<file path="src/rtl/stream_serializer_pkg.sv">
// stream_serializer_pkg
//   Shared helpers for the width-reducing stream serializer.
//   idx_width(count) : width of the beat counter that walks the elements
//                      of one held word (at least 1 bit, even for count 1).
package stream_serializer_pkg;

  function automatic int idx_width(input int count);
    if (count > 1) begin
      return $clog2(count);
    end else begin
      return 1;
    end
  endfunction

endpackage

</file>
<file path="src/rtl/stream_serializer_reg.sv">
// stream_serializer_reg
//   Enabled state register with synchronous active-high reset.
//   Ports:
//     clk  : clock
//     rst  : synchronous reset, loads RESET_VAL
//     en   : load enable; q holds its value while low
//     d    : next value
//     q    : registered value
module stream_serializer_reg #(
  parameter int             W         = 1,
  parameter logic [W-1:0]   RESET_VAL = '0
) (
  input  logic         clk,
  input  logic         rst,
  input  logic         en,
  input  logic [W-1:0] d,
  output logic [W-1:0] q
);

  // State update: reset has priority, otherwise load on enable.
  always_ff @(posedge clk) begin
    if (rst) begin
      q <= RESET_VAL;
    end else if (en) begin
      q <= d;
    end else begin
      q <= q;
    end
  end

endmodule

</file>
<file path="src/rtl/stream_serializer.sv">
// stream_serializer
//   Accepts one wide word of COUNT packed elements per input handshake and
//   emits the elements one per output beat, element 0 (LSB slice) first.
//   A single holding register plus a beat counter absorbs the rate mismatch;
//   the next word is taken on the same cycle as the last beat leaves, so a
//   saturated stream has no bubbles.
//   Ports:
//     clk, rst            : clock, synchronous active-high reset
//     stream_in_valid     : wide word offered
//     stream_in_ready     : word accepted this cycle when valid (combinational
//                           from stream_out_ready)
//     stream_in_payload   : COUNT elements, element k at [k*ELEM_W +: ELEM_W]
//     stream_out_valid    : element available
//     stream_out_ready    : downstream takes the element
//     stream_out_payload  : current element
module stream_serializer
  import stream_serializer_pkg::*;
#(
  parameter type T     = logic,
  parameter int  COUNT = 4
) (
  input  logic                        clk,
  input  logic                        rst,
  input  logic                        stream_in_valid,
  output logic                        stream_in_ready,
  input  logic [COUNT*$bits(T)-1:0]   stream_in_payload,
  output logic                        stream_out_valid,
  input  logic                        stream_out_ready,
  output logic [$bits(T)-1:0]         stream_out_payload
);

  localparam int ELEM_W = $bits(T);
  localparam int WORD_W = COUNT * ELEM_W;
  localparam int IDX_W  = idx_width(COUNT);
  localparam logic [IDX_W-1:0] LAST_IDX = IDX_W'(COUNT - 1);

  if (COUNT < 1) begin : g_bad_count
    $error("stream_serializer: COUNT must be at least 1");
  end

  logic [WORD_W-1:0] held_r;
  logic              held_valid_r;
  logic [IDX_W-1:0]  index_r;

  logic [WORD_W-1:0] held_nxt_s;
  logic              held_valid_nxt_s;
  logic [IDX_W-1:0]  index_nxt_s;
  logic              held_en_s;
  logic              held_valid_en_s;
  logic              index_en_s;

  logic              last_s;
  logic              in_ready_s;
  logic              in_fire_s;
  logic              out_fire_s;

  // For COUNT == 1 index_r stays 0, so last_s is always 1 and the block
  // degenerates to a plain registered stage.
  assign last_s = (index_r == LAST_IDX);

  // Handshakes and next-state selection; input acceptance wins over beat
  // advance so a last-beat out_fire can coincide with loading the next word.
  always_comb begin
    in_ready_s       = (!held_valid_r) || (stream_out_ready && last_s);
    in_fire_s        = stream_in_valid && in_ready_s;
    out_fire_s       = held_valid_r && stream_out_ready;

    held_nxt_s       = held_r;
    held_valid_nxt_s = held_valid_r;
    index_nxt_s      = index_r;
    held_en_s        = 1'b0;
    held_valid_en_s  = 1'b0;
    index_en_s       = 1'b0;

    if (in_fire_s) begin
      held_en_s        = 1'b1;
      held_nxt_s       = stream_in_payload;
      held_valid_en_s  = 1'b1;
      held_valid_nxt_s = 1'b1;
      index_en_s       = 1'b1;
      index_nxt_s      = {IDX_W{1'b0}};
    end else if (out_fire_s && last_s) begin
      held_valid_en_s  = 1'b1;
      held_valid_nxt_s = 1'b0;
      index_en_s       = 1'b1;
      index_nxt_s      = {IDX_W{1'b0}};
    end else if (out_fire_s) begin
      // index never passes COUNT-1 here, so no wrap is required.
      index_en_s       = 1'b1;
      index_nxt_s      = index_r + IDX_W'(1);
    end else begin
      held_en_s        = 1'b0;
      held_valid_en_s  = 1'b0;
      index_en_s       = 1'b0;
    end
  end

  stream_serializer_reg #(.W(1), .RESET_VAL(1'b0)) u_held_valid (
    .clk (clk),
    .rst (rst),
    .en  (held_valid_en_s),
    .d   (held_valid_nxt_s),
    .q   (held_valid_r)
  );

  stream_serializer_reg #(.W(IDX_W), .RESET_VAL({IDX_W{1'b0}})) u_index (
    .clk (clk),
    .rst (rst),
    .en  (index_en_s),
    .d   (index_nxt_s),
    .q   (index_r)
  );

  stream_serializer_reg #(.W(WORD_W), .RESET_VAL({WORD_W{1'b0}})) u_held (
    .clk (clk),
    .rst (rst),
    .en  (held_en_s),
    .d   (held_nxt_s),
    .q   (held_r)
  );

  assign stream_in_ready    = in_ready_s;
  assign stream_out_valid   = held_valid_r;
  assign stream_out_payload = held_r[index_r*ELEM_W +: ELEM_W];

endmodule

</file>
<file path="config.mk">
export PLATFORM = sky130hd
export DESIGN_NAME = stream_serializer
export DESIGN_NICKNAME = d
export VERILOG_FILES = /design/src/rtl/stream_serializer_pkg.sv /design/src/rtl/stream_serializer_reg.sv /design/src/rtl/stream_serializer.sv
export SDC_FILE = /design/constraint.sdc
export NUM_CORES = 1
export LEC_CHECK = 0
export CORE_AREA = 4 4 41 43
export DETAILED_ROUTE_END_ITERATION = 10
export DIE_AREA = 0 0 45 47
export PLACE_DENSITY_LB_ADDON = 0.15
export SYNTH_ARGS = -nofsm -noshare
export SYNTH_HDL_FRONTEND = slang
export SYNTH_SLANG_ARGS = --single-unit
</file>
<file path="constraint.sdc">
create_clock -name clk -period 1.25 [get_ports clk]
set_clock_uncertainty 0.2 [all_clocks]
set_input_delay 0.25 -clock clk [delete_from_list [all_inputs] [get_ports clk]]
set_output_delay 0.25 -clock clk [all_outputs]
set_load 0.1 [all_outputs]
</file>
Word-level counts from Yosys, hierarchy flattened. Cells that the tools add are included.

Eq/ne operators: 1. Reduce and logical (&&, ||, !) cells: 11. Add/sub/neg operators: 1. Mux-type cells: 11. Shift operators: 1.

Operators with widths (number): $mux W1 (8); $mux W2 (3); $reduce_and A2 Y1 (3); $logic_and A1 B1 Y1 (4); $shiftx A4 B3 Y1 (1); $reduce_bool A3 Y1 (1); $add A2 B1 Y2 const B (1); $eq A2 B2 Y1 const B (1); $reduce_bool A2 Y1 (1); $logic_not A1 Y1 (1); $logic_or A1 B1 Y1 (1).

Logic and storage cells: 28. Input port bits: 8. Output and inout bits: 3. Bits in registers: 7.

Depth between registers and ports, before layout.
Depth in word-level cells: 6. Gate-level depth with buffers: 5. Gate-level depth less buffers: 4.

Hierarchy. Synthesis repeated with hierarchy kept, for this count alone.

Cells, all modules: 46. Area, all modules: 457.9 sq um.

Modules (own cells, without submodules): stream_serializer (cells each 24, times used 1, area an instance 216.5 sq um, seq. area each 0.0 sq um); stream_serializer_reg at u_held (cells each 13, times used 1, area an instance 140.1 sq um, seq. area each 80.1 sq um); stream_serializer_reg at u_index (cells each 6, times used 1, area an instance 67.6 sq um, seq. area each 40.0 sq um); stream_serializer_reg at u_held_valid (cells each 3, times used 1, area an instance 33.8 sq um, seq. area each 20.0 sq um).

Worst setup path after synthesis. OpenSTA, ideal clock, no wires.

Path kind: register -> output. Start point: register u_held_valid.q. End point: output port stream_in_ready. Setup slack: -0.904 ns. Stages on the path, launching flop included: 3. Required time: 0.800 ns. Data arrival time: 1.704 ns. Buffers on the path: 0. Path through: dfxtp_1 > a21boi_4 > inv_1.

Cells in the longest elaborated chain, start to end: 2.

Ends and longest elaborated chain: start: declaration (line stream_serializer_reg.sv:17) `output logic [W-1:0] q`; start signal: assignment (line stream_serializer_reg.sv:27) `q <= q;`; $logic_not A1 Y1 (line stream_serializer.sv:64) `in_ready_s = (!held_valid_r) || (stream_out_ready && last_s);`; $logic_or A1 B1 Y1 (line stream_serializer.sv:64); end: declaration (line stream_serializer.sv:25) `output logic stream_in_ready,`.

Every way passes these cells.

Worst setup path in the final report.
Start point: register u_index.q[0]. End point: output port stream_out_payload.

Cells in the longest elaborated chain, start to end: 1.

Ends and longest elaborated chain: start: declaration (line stream_serializer_reg.sv:17); start signal: assignment (line stream_serializer_reg.sv:27); $shiftx A4 B3 Y1 (line stream_serializer.sv:124) `assign stream_out_payload = held_r[index_r*ELEM_W +: ELEM_W];`; end: declaration (line stream_serializer.sv:29) `output logic [$bits(T)-1:0] stream_out_payload`.

Every way passes these cells.

==> reports/results.ini <==
[synthesis]
yosysWarnings = 0
synth_cells = 36
synth.distinct_cells = 15
synth_top_area_share_pct = 38.5
async_flop_share_pct = 0
avgSynthCellArea_um2 = 10.1
ys.flop_type = dfxtp_1
synth_commonest_cells = 8 x nand2b_1, 7 x dfxtp_1, 5 x mux2i_1
ys_seq_area_share_pct = 38.5
syn_nets = 45
synthTopCellsByArea = dfxtp_1 38%, mux2i_1 14%, nand2b_1 14%
syn-cell-area_um2 = 364
synth_top_cell_by_area = dfxtp_1
synth_most_common_cell = nand2b_1
yosys_register_bits = 7
synth_edf_count = 0

[worst_setup_path]
end_kind = output pin
worstPathRequired_ns = 0.80
cpMaxStageDelayCell = mux4_2
cp_max_fo = 3
cpPeakStageDelay_ns = 0.54
cp.arrival_ns = 1.32
start_kind = flip-flop
path_class = flip-flop to output pin
path_buf_inv = 1
crit_family = multiplexers
crit_chain = mux4_2 -> buf_12

[place]
post-place-ws_ns = -0.428
portBuffers = 10
dp_cells = 66
routabilityCongestion = 0.727

[die]
pin_count = 11
die_area_um2 = 2120
floorplan.initialDensity_pct = 28.0
core-area_um2 = 1300
fp.dieW_um = 45
die_y_um = 47
rows = 13

[min_path]
hold_path_class = flip-flop to flip-flop

[clock_tree]
clock_latency_ns = 0.25
ctsHoldBuffers = 0
cts-buffers-inserted = 3
clock_sinks = 7
clkTransAtPathRegs_ns = 0.05
htreeDepth = 1
clk_path_buf_depth = 2
cts_tree = built
root_buffer = clkbuf_4

[sta]
hold_viol = 0
fin_ws_ns = -0.521
min_period_over_period_pct = 142
fmax_mhz = 565
setup_viol_count_final = 10
relSlewSlack_pct = 84.5
tightest_slew_ns = 0.232
rsz0062_at_grt = true
finalCriticalPeriod_ns = 1.77
maxSlewViolCount = 0

[route]
routed_wl_um = 776
drtIter0Drc = 4
routed_via_density = 4.53
vias = 326
drt_pass1_iterations = 4
drc_errors = 0
wl_per_cell_um = 10.8
ant_nets = 0

[grt]
overflow = 0
antenna_found_initial = 0
grt_pass1_wl_um = 1110
grt_max_degree = 10
grt.total_usage_pct = 7.93
grt_pass1_vias = 284

[job]
cap_violations = 0

[finish]
syn_to_final_growth_pct = 70.1
drive_above_1_share_pct = 40.4
antenna_cells = 0
nets = 67
final_cells = 72

[power_and_ir_drop]
max-vdd-ir-drop_v = 0.000488
leakage_nw = 0.263
powerDensity_nw_per_um2 = 1020

[status]
violations = setup timing
status = finished, violations left

## through the flow
stage	setup TNS (ns)	total power [mW]	cell area (um2)	util, %	hold slack (ns)
after floorplan	-1.42	0.349	373	-	0.169
after global placement	-2.72	0.420	559	43.0	0.258
after detailed placement	-2.93	0.423	559	43.0	0.261
after CTS	-1.92	0.638	597	45.9	0.279
after global routing	-2.62	0.665	619	47.6	0.298
final	-2.00	0.633	619	47.6	0.277
## path summary, 6_finish.rpt
kind                      from  cells after the start                 end  slack [ns]
setup / recovery  u_index.q[0]                      2  stream_out_payload       -0.52
hold / removal     u_held.q[0]                      2         u_held.q[0]        0.28
setup reg to reg  u_index.q[0]                      5         u_held.q[0]       -0.19
hold reg to reg    u_held.q[0]                      2         u_held.q[0]        0.28
## per-layer routing
metal  GRT usage, %  share of wire (%)  vias to the layer above
li1               -                  -                      164
met1           8.51                 40                      150
met2           11.6                 52                       12
met3           3.83                7.5                        0
met4           7.02                  0                        0
met5              0                  0                        -
## repair_timing
item                       CTS  global route
pin swaps                    1             2
setup endpoints to repair    9             9
gates cloned                 0             0
buffers inserted             1             1
gates resized for setup      1             4
## layout by cell type (no fill, tap or decap)
cell type        count
a21boi_4             1
mux4_2               1
mux2i_1              4
mux2i_2              1
dfxtp_2              1
nor2_1               4
clkbuf_1             1
clkinvlp_4           1
a32oi_1              1
nor2b_4              1
dfxtp_4              1
nand2b_1             8
buf_12               3
nand2_1              2
ha_1                 1
nand4_1              1
clkbuf_4             3
dfxtp_1              5
dlymetal6s2s_1       1
clkdlybuf4s50_1      6
buf_6                1
a21oi_2              1
buf_4                8
## kinds of logic (layout without fill, tap and decap cells)
kind of cell,after synthesis,in the layout,share of synthesized area [%]
and+or+nand+nor,16,16,24.1
muxes,6,6,19.9
buffers and inverters,3,24,5.15
adders and majority gates,1,1,3.44
DFF,7,7,38.5
AOI/OAI and AO/OA,3,3,8.93
## sequential cells by signal, summed over array words and instances, names as in the netlist
signal and count:
u_held.q 4, u_index.q 2, u_held_valid.q 1
## worst register-to-register path, cell delays in order, from the launching register on
cell and delay, ns:
dfxtp_2 0.35, ha_1 0.22, a21boi_4 0.08, buf_4 0.15
nor2b_4 0.18, mux2i_1 0.19
## power by group
group	internal, mW	leakage [nW]	switching (mW)
Combinational	0.0936	0.189	0.0948
Sequential	0.236	0.0584	0.00721
Clock	0.122	0.0150	0.0801
## layout make-up
class / count / area (um2)
clock buffer: 4 / 26.3
fill: 142 / 682
inverter: 1 / 7.51
multi-input combinational: 26 / 218
sequential: 7 / 145
tap: 15 / 18.8
timing repair buffer: 19 / 204
Power figures use the tool's default switching activity.
